<file path="src/rtl/keccak_absorb_packer.sv">
// Packs 32-bit little-endian message words into 64-bit keccak lanes and applies
// SHA-3 multi-rate padding, so the upstream FSM only ever streams raw words.
module keccak_absorb_packer #(
    parameter int          RATE_LANES  = 17,
    parameter logic [7:0]  DOMAIN_BYTE = 8'h06
) (
    input  logic        clk,
    input  logic        rst_n,
    input  logic        start,
    input  logic [31:0] s_data,
    input  logic        s_valid,
    output logic        s_ready,
    input  logic        s_last,
    input  logic [2:0]  s_bytes,
    output logic [63:0] din,
    output logic        din_valid,
    input  logic        buffer_full,
    output logic        last_block,
    output logic        busy,
    output logic        done,
    output logic        err
);

    localparam int             CW        = (RATE_LANES > 1) ? $clog2(RATE_LANES) : 1;
    localparam logic [CW-1:0]  LAST_LANE = CW'(RATE_LANES - 1);

    typedef enum logic [2:0] {IDLE, ABSORB, SEND, PAD, FINISH} state_t;

    state_t         state;
    logic [63:0]    lane_reg;
    logic           half;
    logic [CW-1:0]  lane_cnt;
    logic           dom_pending;

    logic [2:0]     nbytes;
    logic [31:0]    masked;
    logic [3:0]     pos;
    logic           dom_fits;
    logic [63:0]    last_lane;
    logic [63:0]    pad_lane;
    logic [CW-1:0]  next_cnt;
    logic           accept;
    logic           xfer;

    assign din    = lane_reg;
    assign accept = s_valid && s_ready;
    assign xfer   = din_valid && !buffer_full;

    // Final-word lane: data bytes, then the domain byte if it still fits in this
    // lane; when it lands exactly on a full lane it spills into the next lane.
    always_comb begin
        nbytes = (s_bytes > 3'd4) ? 3'd4 : s_bytes;
        masked = '0;
        for (int k = 0; k < 4; k++) begin
            if (3'(k) < nbytes) masked[8*k +: 8] = s_data[8*k +: 8];
        end
        pos       = {1'b0, half, 2'b00} + {1'b0, nbytes};
        dom_fits  = (pos < 4'd8);
        last_lane = lane_reg;
        if (half) last_lane[63:32] = masked;
        else      last_lane[31:0]  = masked;
        for (int b = 0; b < 8; b++) begin
            if (dom_fits && pos[2:0] == 3'(b)) last_lane[8*b +: 8] = DOMAIN_BYTE;
        end
        if (dom_fits && lane_cnt == LAST_LANE) last_lane[63:56] = last_lane[63:56] | 8'h80;

        next_cnt = (lane_cnt == LAST_LANE) ? '0 : lane_cnt + CW'(1);
        pad_lane = '0;
        if (dom_pending)           pad_lane[7:0]   = DOMAIN_BYTE;
        if (next_cnt == LAST_LANE) pad_lane[63:56] = pad_lane[63:56] | 8'h80;
    end

    always_ff @(posedge clk or negedge rst_n) begin
        if (!rst_n) begin
            state       <= IDLE;
            lane_reg    <= '0;
            half        <= 1'b0;
            lane_cnt    <= '0;
            dom_pending <= 1'b0;
            s_ready     <= 1'b0;
            din_valid   <= 1'b0;
            last_block  <= 1'b0;
            busy        <= 1'b0;
            done        <= 1'b0;
            err         <= 1'b0;
        end else begin
            done <= 1'b0;
            case (state)
                IDLE: begin
                    if (start) begin
                        state       <= ABSORB;
                        busy        <= 1'b1;
                        s_ready     <= 1'b1;
                        err         <= 1'b0;
                        lane_reg    <= '0;
                        half        <= 1'b0;
                        lane_cnt    <= '0;
                        dom_pending <= 1'b0;
                    end
                end
                ABSORB: begin
                    if (accept) begin
                        if (s_last) begin
                            lane_reg    <= last_lane;
                            half        <= 1'b0;
                            s_ready     <= 1'b0;
                            din_valid   <= 1'b1;
                            dom_pending <= !dom_fits;
                            last_block  <= dom_fits && (lane_cnt == LAST_LANE);
                            err         <= err | (s_bytes > 3'd4);
                            state       <= PAD;
                        end else if (!half) begin
                            lane_reg[31:0] <= s_data;
                            half           <= 1'b1;
                        end else begin
                            lane_reg[63:32] <= s_data;
                            half            <= 1'b0;
                            s_ready         <= 1'b0;
                            din_valid       <= 1'b1;
                            state           <= SEND;
                        end
                    end
                end
                SEND: begin
                    if (xfer) begin
                        din_valid <= 1'b0;
                        lane_reg  <= '0;
                        lane_cnt  <= next_cnt;
                        s_ready   <= 1'b1;
                        state     <= ABSORB;
                    end
                end
                PAD: begin
                    if (xfer) begin
                        if (last_block) begin
                            din_valid  <= 1'b0;
                            last_block <= 1'b0;
                            lane_reg   <= '0;
                            lane_cnt   <= '0;
                            busy       <= 1'b0;
                            done       <= 1'b1;
                            state      <= FINISH;
                        end else begin
                            lane_reg    <= pad_lane;
                            lane_cnt    <= next_cnt;
                            dom_pending <= 1'b0;
                            last_block  <= (next_cnt == LAST_LANE);
                        end
                    end
                end
                FINISH: state <= IDLE;
                default: state <= IDLE;
            endcase
        end
    end

endmodule

</file>
<file path="config.mk">
export PLATFORM = sky130hd
export DESIGN_NAME = keccak_absorb_packer
export DESIGN_NICKNAME = d
export VERILOG_FILES = /design/src/rtl/keccak_absorb_packer.sv
export SDC_FILE = /design/constraint.sdc
export NUM_CORES = 1
export LEC_CHECK = 0
export ABC_CLOCK_PERIOD_IN_PS = 2500
export CAP_MARGIN = 20
export CORE_MARGIN = 8
export CORE_UTILIZATION = 25
export CTS_CLUSTER_DIAMETER = 150
export DETAILED_ROUTE_END_ITERATION = 12
export DONT_BUFFER_PORTS = 1
export GPL_ROUTABILITY_DRIVEN = 0
export PLACE_DENSITY_LB_ADDON = 0.3
export SLEW_MARGIN = 20
export SYNTH_ARGS = -nofsm -noshare
export SYNTH_HDL_FRONTEND = slang
export SYNTH_SLANG_ARGS = --single-unit
</file>
<file path="constraint.sdc">
create_clock -name clk -period 2.5 [get_ports clk]
set_input_delay 0.5 -clock clk [delete_from_list [all_inputs] [get_ports clk]]
set_output_delay 0.5 -clock clk [all_outputs]
set_load 0.02 [all_outputs]
</file>
Yosys cells after proc, flatten, opt, wreduce, memory -nomap -nowiden. Index checks and enable logic that the tools add are counted.

Input port bits: 41. Output and inout port bits: 70. Logic and storage cells: 174. Bits in registers: 80.

Eq/ne operators: 29. $add $sub $neg: 2. Bitwise operators: 1. Multiplexer cells: 76. Reductions and logical operators: 41. $lt $le $gt $ge: 6.

Operators with widths (number): 64-bit 2-to-1 mux (6); 64-bit case mux with 4 select lines (1); 32-bit 2-to-1 mux (4); 8-bit 2-to-1 mux (14); 7-bit AND reduction (8); 1-bit 2-to-1 mux (28); 3-bit 2-to-1 mux (9); 3-bit inequality test, second input constant (9); 5-bit 2-to-1 mux (5); 6-bit AND reduction (4); 4-bit AND reduction (4); 5-bit case mux with 3 select lines (1); 2-bit inequality test, second input constant (7); 3-bit by 2-bit == test with 1-bit output, second input constant (4); 3-bit == test, second input constant (4); 3-bit case mux with 4 select lines (1); 3-bit nonzero test (4); 1-bit logical AND (11); 5-bit == test, second input constant (2); 1-bit case mux with 3 select lines (3); 1-bit case mux with 2 select lines (4); 3-bit by 1-bit == test with 1-bit output, second input constant (2); 3-bit logical NOT (2); 1-bit by 3-bit < comparator with 1-bit output, first input constant (2); 12 further kinds (16).

Depth between registers and ports, before layout. Gate-level depths: netlist of the first run.

Depth after elaboration: 10. Mapped depth: 7. Mapped depth without buffers: 7.

Worst setup path after synthesis of the first run. Ideal clock, no wire load.

Path type: in2reg. Start: input port s_bytes[2]. End: register lane_reg[40] (netlist: din[40]). Library setup time: 0.125 ns. Buffers on the path: 0. Data arrival time: 1.965 ns. Required time: 2.375 ns. Slack: 0.411 ns. Stages: 6. Path through: ha_1 > and2b_1 > and3_1 > nand2_1 > a21oi_2 > mux2_2.

Cells in the longest elaborated chain, start to end: 9. Elaborated cells on any way between the ends: 15. Classes of those cells: add/sub (1); order compare (3); eq/ne (2); mux (7); reduce/logical (2).

RTL lines: start, declared (line 14) `input logic [2:0] s_bytes,`; 3-bit > comparator (line 52) `nbytes = (s_bytes > 3'd4) ? 3'd4 : s_bytes;`; 3-bit 2-to-1 mux * (line 52); 3-bit by 3-bit adder with 4-bit output / 1-bit by 3-bit < comparator with 1-bit output (equally long branches) (line 57, 55); 4-bit < comparator (tied with other cells) (line 58) `dom_fits = (pos < 4'd8);`; 1-bit logical AND / 32-bit 2-to-1 mux (equally long branches) (line 63, 60); 8-bit 2-to-1 mux (line 63) `if (dom_fits && pos[2:0] == 3'(b)) last_lane[8*b +: 8] = DOMAIN_BYTE;`; 64-bit 2-to-1 mux (line 103) `if (s_last) begin`; 64-bit 2-to-1 mux (line 102) `if (accept) begin`; 64-bit case mux with 4 select lines (line 88) `case (state)`; end signal, assigned (line 104) `lane_reg <= last_lane;`; end signal, assigned (line 116) `lane_reg[63:32] <= s_data;`; end signal, assigned (line 144) `lane_reg <= pad_lane;`; end, declared (line 30) `logic [63:0] lane_reg;`.

Mark *: on every way between the ends. The rest lies on a longest branch, timed or not. The select of a mux whose other input is x is not followed. A chain may end at the register's enable or synchronous reset.

Final worst setup path of the first run.
Start: register state[0]. End: register lane_reg[40] (netlist: din[40]).

Cells in the longest elaborated chain, start to end: 3. Elaborated cells on any way between the ends: 13. Classes of those cells: eq/ne (9); mux (1); reduce/logical (3).

RTL lines: start, declared (line 29) `state_t state;`; start signal, assigned (line 75) `state <= IDLE;`; start signal, assigned (line 91) `state <= ABSORB;`; start signal, assigned (line 111) `state <= PAD;`; 3-bit by 1-bit == test with 1-bit output (tied with other cells) (line 88); 3-bit inequality test (no source line) (tied with other cells); 7-bit AND reduction (no source line).

Several ways; a longest one is shown, not always the timed one.

==> results of run 1 <==
## flip-flops by register name, summed over array words and instances, names as in the netlist
signal and cells:
state 3, dom_pending 1, din_valid 1, s_ready 1, done 1, half 1
last_block 1, busy 1, din 64, lane_cnt 5, err 1
## power groups by stage
stage	logic, mW	clock network [mW]	registers, mW
CTS	2.15	1.36	2.37
detailed placement	2.11	0	2.39
global placement	2.05	0	2.38
floorplan	1.66	0	2.22
global route	2.34	1.41	2.41
finish	2.12	1.31	2.35
## cell type report
type / count / area, um2
multi-input cells: 274 / 1978
well taps: 216 / 270.3
diodes: 1 / 2.502
inverters: 10 / 37.54
fillers: 1670 / 11230
clock inverters: 1 / 7.507
repair buffers: 13 / 117.6
clock buffers: 15 / 297.8
flip-flops and latches: 80 / 2002
## routing by layer
metal	vias to the layer above	GRT usage
met5	-	0
met4	0	0.04151
met3	11	0.05076
met2	83	0.1882
met1	1416	0.1304
li1	1367	-
## through the flow
| stage | util | hold WS [ns] | area (um2) | cells |
|---|---|---|---|---|
| 2_1_floorplan | - | 0.2044 | 4083 | 377 |
| 3_3_place_gp | 0.2746 | 0.2124 | 4378 | 592 |
| 3_5_place_dp | 0.2746 | 0.2126 | 4378 | 592 |
| 4_1_cts | 0.2955 | 0.07463 | 4711 | 609 |
| 5_1_grt | 0.2955 | 0.07997 | 4711 | 609 |
| 6_report | 0.2956 | 0.06397 | 4713 | 610 |
## layout by cell type (no fill, tap or decap), types with 6 or more instances in the layout
| cell | count |
|---|---|
| a21o_1 | 6 |
| a21oi_1 | 26 |
| and2_1 | 20 |
| and3_1 | 14 |
| buf_4 | 12 |
| clkbuf_16 | 9 |
| dfrtp_1 | 80 |
| inv_1 | 9 |
| mux2_2 | 66 |
| nand2_1 | 30 |
| nand3_1 | 9 |
| nor2_1 | 26 |
| nor3_1 | 6 |
| o21ai_0 | 17 |
## worst max-delay path by stage
stage                    to        from
floorplan           din[40]  s_bytes[2]
global placement    din[11]  s_bytes[2]
detailed placement   din[8]  s_bytes[2]
CTS                  din[7]    state[0]
global route        din[40]    state[0]
finish              din[40]    state[0]
## timing repair
item                      CTS  global route
buffers inserted            0             0
hold endpoints to repair   80             0
hold buffers                1             0
## cell families (layout without fill, tap and decap cells)
| kind of cell | Yosys count | in the layout | share of synthesized area |
|---|---|---|---|
| AO/OA/AOI/OAI | 76 | 76 | 0.1263 |
| XOR/XNOR | 2 | 2 | 0.004291 |
| adder cells (fa/ha/maj) | 3 | 3 | 0.009195 |
| buffers and inverters | 23 | 39 | 0.02513 |
| flip-flops | 80 | 80 | 0.4903 |
| multiplexers | 66 | 66 | 0.1820 |
| other | 0 | 1 | 0 |
| AND/OR/NAND/NOR | 127 | 127 | 0.1627 |
## critical path, cell delays in order (launching register included)
cell and delay [ns]:
dfrtp_1 0.61, nor3_1 0.11, a211oi_2 0.32, o21ai_2 0.19, a21oi_2 0.45, mux2_2 0.40
==> flow_summary.json, run 1 <==
{
  "status": "finished, final reports clean",
  "critical_path_arrival_ns": 2.44,
  "grt_remaining_overflow": 0,
  "cts_tree": "done",
  "yosys_most_used_dff": "dfrtp_1",
  "period_needed_ns": 2.218,
  "ir_drop_mv": 0.3819,
  "synthTopCellsByArea": "dfrtp_1 (49%), mux2_2 (18%), a21oi_1 (3.2%), and2_1 (3.1%), nand2_1 (2.8%)",
  "rsz0062_at_grt": "no",
  "vias_per_cell": 4.716,
  "die_h_um": 143.8,
  "pre_cts_slack_ns": 0.2184,
  "rr_worst_depth": 5,
  "critPathLaunchType": "register",
  "endpoint_kind": "register",
  "drive_gt1_frac": 0.2723,
  "drt-total-wl_um": 11500,
  "yosys_register_bits": 80,
  "final_max_slew_viol_count": 0,
  "synthArstFlopShare": 1.000,
  "p_leak_nw": 2.173,
  "finalHoldViolCount": 0,
  "vias": 2877,
  "total_power_mw": 5.782,
  "worst-path-max-fanout": 14,
  "synth.net_count": 421,
  "dp_hpwl_um": 8740,
  "p_per_area_mw_per_mm2": 1227,
  "dr_wl_met2_um": 5685,
  "post-synth-top-count-cell": "dfrtp_1",
  "syn_to_final_growth_pct": 15.45,
  "avgSynthCellArea_um2": 10.83,
  "relSlewSlack": 0.6443,
  "yosys.area.top_type": "dfrtp_1",
  "p_comb_frac": 0.366,
  "clk_pin_slew_ns": 0.06,
  "ioPinCount": 111,
  "ant_nets": 0,
  "seqPwrFrac": 0.407,
  "rows": 46,
  "cts.sinks": 80,
  "ys_warn_count": 0,
  "drt-met1-wl_um": 4567,
  "swShare": 0.4021,
  "io_buffers": 0,
  "p_clk_frac": 0.227,
  "synth_top_area_frac": 0.4903,
  "start_util": 0.2561,
  "critPathKind": "register to register",
  "die-width_um": 143.8,
  "syn_area_mm2": 0.004083,
  "power.net_switching_mw": 2.325,
  "fin_setup_tns_ns": 0,
  "dieArea_mm2": 0.02068,
  "ff2ff_setup_slack_ns": 0.28,
  "worst_slew_pin_slew_ns": 0.5336,
  "fin_skew_ns": 0.009009,
  "maxUsedRoutingLayer": "met4",
  "regToRegStartpoint": "state[0]",
  "htreeDepth": 3,
  "ys_seq_area_frac": 0.4903,
  "core_area_mm2": 0.01594,
  "first_pass_iters": 4,
  "grt_pass1_vias": 3052,
  "clockBufferDepth": 2,
  "fin_ws_ns": 0.2825,
  "drc": 0,
  "grt_usage": 0.1150,
  "required_ns": 2.72,
  "max_clock_freq_mhz": 451.0,
  "synth_edf_count": 0,
  "reg2reg_to": "din[40]",
  "nets": 432,
  "yosysUniqueCellTypes": 51,
  "hp-class": "input pin to async pin",
  "cts_resized": 0,
  "finalSetupViolCount": 0,
  "post_drt_wl_per_cell_um": 18.85,
  "max_cap_violations": 0,
  "antenna_found_initial": 0,
  "timing.final.crit_share": 0.8870,
  "clock_latency_ns": 0.34,
  "syn_inst": 377,
  "grt_max_degree": 81,
  "internal_power_mw": 3.457,
  "grt_pass1_wl_um": 17900,
  "cts-root-buf": "clkbuf_16",
  "wl_met3_um": 1076,
  "ys_top_cells_by_count": "dfrtp_1 (80), mux2_2 (66), nand2_1 (30), a21oi_1 (26), nor2_1 (26)",
  "drt_iter0_markers": 163,
  "cts_made_buffers": 9
}
Power figures use the tool's default switching activity.
==> inputs of run 2 (changes only) <==
--- a/config.mk
+++ b/config.mk
@@ -13,7 +13,7 @@
 export DETAILED_ROUTE_END_ITERATION = 12
 export DONT_BUFFER_PORTS = 1
 export GPL_ROUTABILITY_DRIVEN = 0
-export PLACE_DENSITY_LB_ADDON = 0.3
+export REMOVE_ABC_BUFFERS = 1
 export SLEW_MARGIN = 20
 export SYNTH_ARGS = -nofsm -noshare
 export SYNTH_HDL_FRONTEND = slang
==> run 2 against run 1 <==
Sequential share of layout area increased by 0.51 points. Die area stayed put. Design area fell by 1.2%. Via count increased by 0.73%. Fmax is 4.3% higher. Routed wire length is 2.8% lower. Register-to-register slack better by 0.09 ns. Clock power shrank 11%. Clock-buffer cell count decreased by 2. Sequential cell count unchanged. Critical path type unchanged. Critical endpoint is now din[11]. Highest routed layer unchanged.
==> flow_summary.json, run 2 (same netlist as run 1, synthesis figures left out) <==
{
  "crit_family": "simple AND/OR/NAND/NOR gates",
  "ff2ff_setup_slack_ns": 0.37,
  "clock_latency_ns": 0.34,
  "fin_setup_tns_ns": 0,
  "largest_reg_flops": 64,
  "drt-total-wl_um": 11180,
  "ioPinCount": 111,
  "finalSetupViolCount": 0,
  "crit_path_top_delay_cell": "dfrtp_1",
  "dieArea_mm2": 0.02068,
  "critPathKind": "register to register",
  "clk_pin_slew_ns": 0.06,
  "rsz0062_at_grt": "no",
  "clockBufferDepth": 2,
  "final_core_util": 0.2921,
  "crit_chain": "ha_1 -> nor2_2 -> and3_1 -> nand2_1 -> a31oi_4 -> mux2_2",
  "relSlewSlack": 0.6583,
  "place_area_mm2": 0.004370,
  "antenna_found_initial": 0,
  "cp_num_cells": 6,
  "worst_slew_pin_slew_ns": 0.5107,
  "max_cap_violations": 0,
  "vias": 2898,
  "syn_to_final_growth_pct": 14.07,
  "critical_path_arrival_ns": 2.34,
  "htreeDepth": 3,
  "rr_worst_depth": 6,
  "final_max_slew_viol_count": 0,
  "grt_remaining_overflow": 0,
  "endpoint_kind": "register",
  "cts_resized": 0,
  "grt_max_degree": 81,
  "io_buffers": 0,
  "placed_cells": 591,
  "start_util": 0.2561,
  "ant_nets": 0,
  "grt_usage": 0.1131,
  "p_per_area_mw_per_mm2": 1203,
  "cts-root-buf": "clkbuf_16",
  "layout_common_cells": "dfrtp_1 (80), mux2_2 (66), nand2_1 (30)",
  "required_ns": 2.72,
  "ir_drop_mv": 0.4791,
  "post-cts-setup-buffers": 0,
  "cp.buffers_inverters": 0,
  "die_h_um": 143.8,
  "finalHoldViolCount": 0,
  "stdcell_count": 608,
  "regToRegStartpoint": "half",
  "first_pass_iters": 4,
  "drive_gt1_frac": 0.2628,
  "vias_per_cell": 4.766,
  "cts_tree": "done",
  "finalInstanceArea_mm2": 0.004657,
  "rows": 46,
  "worst-path-max-fanout": 8,
  "pre_cts_slack_ns": 0.2403,
  "post_drt_wl_per_cell_um": 18.39,
  "max_clock_freq_mhz": 470.5,
  "drc": 0,
  "hp-class": "input pin to async pin",
  "fin_skew_ns": 0.006788,
  "critPathLaunchType": "register",
  "reg2reg_to": "din[11]",
  "grt_pass1_vias": 3066,
  "status": "finished, final reports clean",
  "grt_pass1_wl_um": 17490,
  "timing.final.crit_share": 0.8502,
  "core_area_mm2": 0.01594,
  "fin_ws_ns": 0.3745,
  "dp_hpwl_um": 8613,
  "period_needed_ns": 2.125,
  "cts.sinks": 80,
  "slowest_delay_ns": 0.39,
  "cts_made_buffers": 9,
  "die-width_um": 143.8,
  "drt_iter0_markers": 209,
  "diodes": 0,
  "nets": 431,
  "p_leak_nw": 2.147,
  "final_common_cell": "dfrtp_1"
}
==> run 2: cell count changes in the layout (fill, tap and decap cells not counted) <==
| cell | delta |
|---|---|
| buf_4 | -1 |
| clkbuf_1 | +3 |
| clkbuf_8 | -5 |
| clkinv_2 | +2 |
| clkinv_4 | +1 |
| clkinvlp_4 | -1 |
| diode_2 | -1 |
==> run 2: how the worst max path moves through the flow <==
stage,startpoint,end,slack (ns)
finish,half,din[11],0.37
global route,half,din[8],0.22
CTS,half,din[13],0.37
detailed placement,s_bytes[2],din[13],0.24
global placement,s_bytes[2],din[10],0.31
floorplan,state[1],din[0],0.38
==> run 2: per-layer routing <==
metal	share of wire	up-vias	GRT usage	routed length, um
li1	-	1358	-	-
met1	0.36	1423	0.1173	3973
met2	0.49	104	0.1827	5465
met3	0.14	13	0.06868	1515
met4	0.020	0	0.04483	225
met5	0	-	0	0
==> run 2: power breakdown <==
| part | internal, mW | switching [mW] |
|---|---|---|
| Sequential | 1.65 | 0.692 |
| Combinational | 0.993 | 1.10 |
| Clock | 0.672 | 0.502 |
| Total | 3.31 | 2.29 |
==> run 2: area by class of cell <==
class / count / area [um2]
Fill cell: 1663 / 11290
Sequential cell: 80 / 2002
Multi-Input combinational cell: 274 / 1978
Tap cell: 216 / 270.3
Clock buffer: 13 / 240.2
Timing Repair Buffer: 12 / 110.1
Inverter: 10 / 37.54
Clock inverter: 3 / 18.77
==> run 2: per-stage QoR <==
step                      hold WS [ns]  total power, mW
after floorplan                 0.2044            3.806
after global placement          0.2091            4.390
after detailed placement        0.2096            4.466
after CTS                      0.06681            5.708
after global routing           0.08926            5.990
final                          0.07434            5.604
==> run 2: worst reg2reg max path, cell delays in order (launching register included) <==
cell and delay (ns):
dfrtp_1 0.39, ha_1 0.30, nor2_2 0.24, and3_1 0.25, nand2_1 0.10, a31oi_4 0.34
mux2_2 0.38
==> run 2: repair_timing <==
item,in CTS,in global routing
hold buffers,1,0
setup endpoints to repair,0,0
hold endpoints to repair,80,0
==> inputs of run 3 (changes only) <==
--- a/config.mk
+++ b/config.mk
@@ -5,7 +5,7 @@
 export SDC_FILE = /design/constraint.sdc
 export NUM_CORES = 1
 export LEC_CHECK = 0
-export ABC_CLOCK_PERIOD_IN_PS = 2500
+export ABC_CLOCK_PERIOD_IN_PS = 2700
 export CAP_MARGIN = 20
 export CORE_MARGIN = 8
 export CORE_UTILIZATION = 25
@@ -13,6 +13,7 @@
 export DETAILED_ROUTE_END_ITERATION = 12
 export DONT_BUFFER_PORTS = 1
 export GPL_ROUTABILITY_DRIVEN = 0
+export PLACE_DENSITY = 0.39
 export REMOVE_ABC_BUFFERS = 1
 export SLEW_MARGIN = 20
 export SYNTH_ARGS = -nofsm -noshare
==> constraint.sdc (replaced) <==
create_clock -name clk -period 2.7 [get_ports clk]
set_input_delay 0.54 -clock clk [delete_from_list [all_inputs] [get_ports clk]]
set_output_delay 0.54 -clock clk [all_outputs]
set_load 0.02 [all_outputs]
==> run 3 against run 2 <==
Routed wire length rose by 2.2%. Die area is the same. Hold slack improved by 0.025 ns. Global-route usage rose by 0.32 points. Cell count shrank 0.33%. Critical path type unchanged. Via count shrank 2.5%. Largest cell class unchanged. Core utilization is 0.13 points higher. Critical endpoint is now din[55]. Worst setup slack improved by 0.14 ns.
==> flow_summary.json, run 3 (same netlist as run 1, synthesis figures left out) <==
{
  "worst-path-max-fanout": 12,
  "finalInstanceArea_mm2": 0.004677,
  "worst_hold_slack_ns": 0.09959,
  "post_drt_wl_per_cell_um": 18.86,
  "period_needed_ns": 2.190,
  "critical_path_arrival_ns": 2.41,
  "drt-total-wl_um": 11430,
  "first_pass_iters": 4,
  "worst_slew_pin_slew_ns": 0.4906,
  "reg2reg_to": "din[55]",
  "crit_family": "simple AND/OR/NAND/NOR gates",
  "critPathKind": "register to register",
  "finalSetupViolCount": 0,
  "cts-root-buf": "clkbuf_16",
  "place_area_mm2": 0.004348,
  "clockBufferDepth": 2,
  "timing.final.crit_share": 0.8111,
  "max_cap_violations": 0,
  "vias_per_cell": 4.663,
  "grt-busiest-layer": "met2",
  "ant_nets": 0,
  "endpoint_kind": "register",
  "grt_max_degree": 81,
  "use_met3": 0.05574,
  "ff2ff_setup_slack_ns": 0.51,
  "grt_pass1_wl_um": 17930,
  "start_util": 0.2561,
  "clock_latency_ns": 0.34,
  "hold_buffers": 1,
  "met1_usage": 0.1324,
  "cts_tree": "done",
  "nets": 428,
  "antenna_found_initial": 0,
  "dieArea_mm2": 0.02068,
  "cts.sinks": 80,
  "ir_drop_mv": 0.3725,
  "crit_chain": "or3b_1 -> nor2_1 -> nand2_1 -> nand2_2 -> mux2_2",
  "final_max_slew_viol_count": 0,
  "die_h_um": 143.8,
  "htreeDepth": 3,
  "max_clock_freq_mhz": 456.7,
  "p_leak_nw": 2.150,
  "regToRegStartpoint": "state[1]",
  "fin_ws_ns": 0.5101,
  "largest_reg_flops": 64,
  "critPathLaunchType": "register",
  "vias": 2826,
  "rows": 46,
  "final_common_cell": "dfrtp_1",
  "syn_to_final_growth_pct": 14.56,
  "cts_resized": 0,
  "drt_iter0_markers": 177,
  "io_buffers": 0,
  "ioPinCount": 111,
  "pre_cts_slack_ns": 0.3305,
  "relSlewSlack": 0.6717,
  "layout_common_cells": "dfrtp_1 (80), mux2_2 (66), nand2_1 (30)",
  "dp_hpwl_um": 8573,
  "crit_path_top_delay_cell": "dfrtp_1",
  "required_ns": 2.92,
  "grt_remaining_overflow": 0,
  "use_met2": 0.1857,
  "hp-class": "input pin to async pin",
  "finalHoldViolCount": 0,
  "cts_made_buffers": 9,
  "grt_usage": 0.1163,
  "drive_gt1_frac": 0.2648,
  "rr_worst_depth": 5,
  "fin_skew_ns": 0.004455,
  "status": "finished, final reports clean",
  "fin_setup_tns_ns": 0,
  "p_per_area_mw_per_mm2": 1133,
  "cp.buffers_inverters": 0,
  "drc": 0,
  "post-cts-setup-buffers": 0,
  "core_area_mm2": 0.01594,
  "slowest_delay_ns": 0.51,
  "total_power_mw": 5.301,
  "cp_num_cells": 5,
  "grt_pass1_vias": 3024,
  "clk_pin_slew_ns": 0.06,
  "die-width_um": 143.8,
  "rsz0062_at_grt": "no"
}
-- run 3: cell types whose count changed in the layout (fill, tap and decap cells not counted), sizes merged --
cell,change
clkbuf,-2
clkinvlp,+1
bufinv,+1
buf,-3
diode,+1
-- run 3: worst max path at each step --
stage	from	to	slack [ns]
2_1_floorplan	state[1]	din[0]	0.58
3_3_place_gp	s_bytes[2]	din[40]	0.38
3_5_place_dp	s_bytes[2]	din[40]	0.33
4_1_cts	half	din[40]	0.47
5_1_grt	half	din[40]	0.36
6_report	state[1]	din[55]	0.51
-- run 3: per-stage QoR --
stage               utilization  instances
finish                   0.2934        606
floorplan                     -        364
global route             0.2932        605
detailed placement       0.2727        588
CTS                      0.2932        605
global placement         0.2727        588
-- run 3: cell type report --
type,instances,area [um2]
Sequential cell,80,2002
Antenna cell,1,2.502
Clock buffer,11,242.7
Multi-Input combinational cell,274,1978
Inverter,10,37.54
Tap cell,216,270.3
Clock inverter,5,56.30
Timing Repair Buffer,9,87.58
Fill cell,1685,11270
-- run 3: worst reg2reg max path: stages, from the launching register on --
cell and delay [ns]:
dfrtp_1 0.51, or3b_1 0.45, nor2_1 0.37, nand2_1 0.12, nand2_2 0.25, mux2_2 0.38
-- run 3: routing by layer --
metal  vias up  wire length (um)  share of wire
met4         0               168          0.015
met2        72              5634           0.49
met5         -                 0              0
met1      1386              4525           0.40
met3        10              1098          0.096
li1       1358                 -              -
-- run 3: where the power goes --
| group | switching (mW) | leakage (nW) | internal [mW] | total (mW) |
|---|---|---|---|---|
| clock | 0.484 | 0.146 | 0.740 | 1.22 |
| combinational | 1.01 | 0.933 | 0.895 | 1.91 |
| sequential | 0.644 | 1.07 | 1.53 | 2.17 |
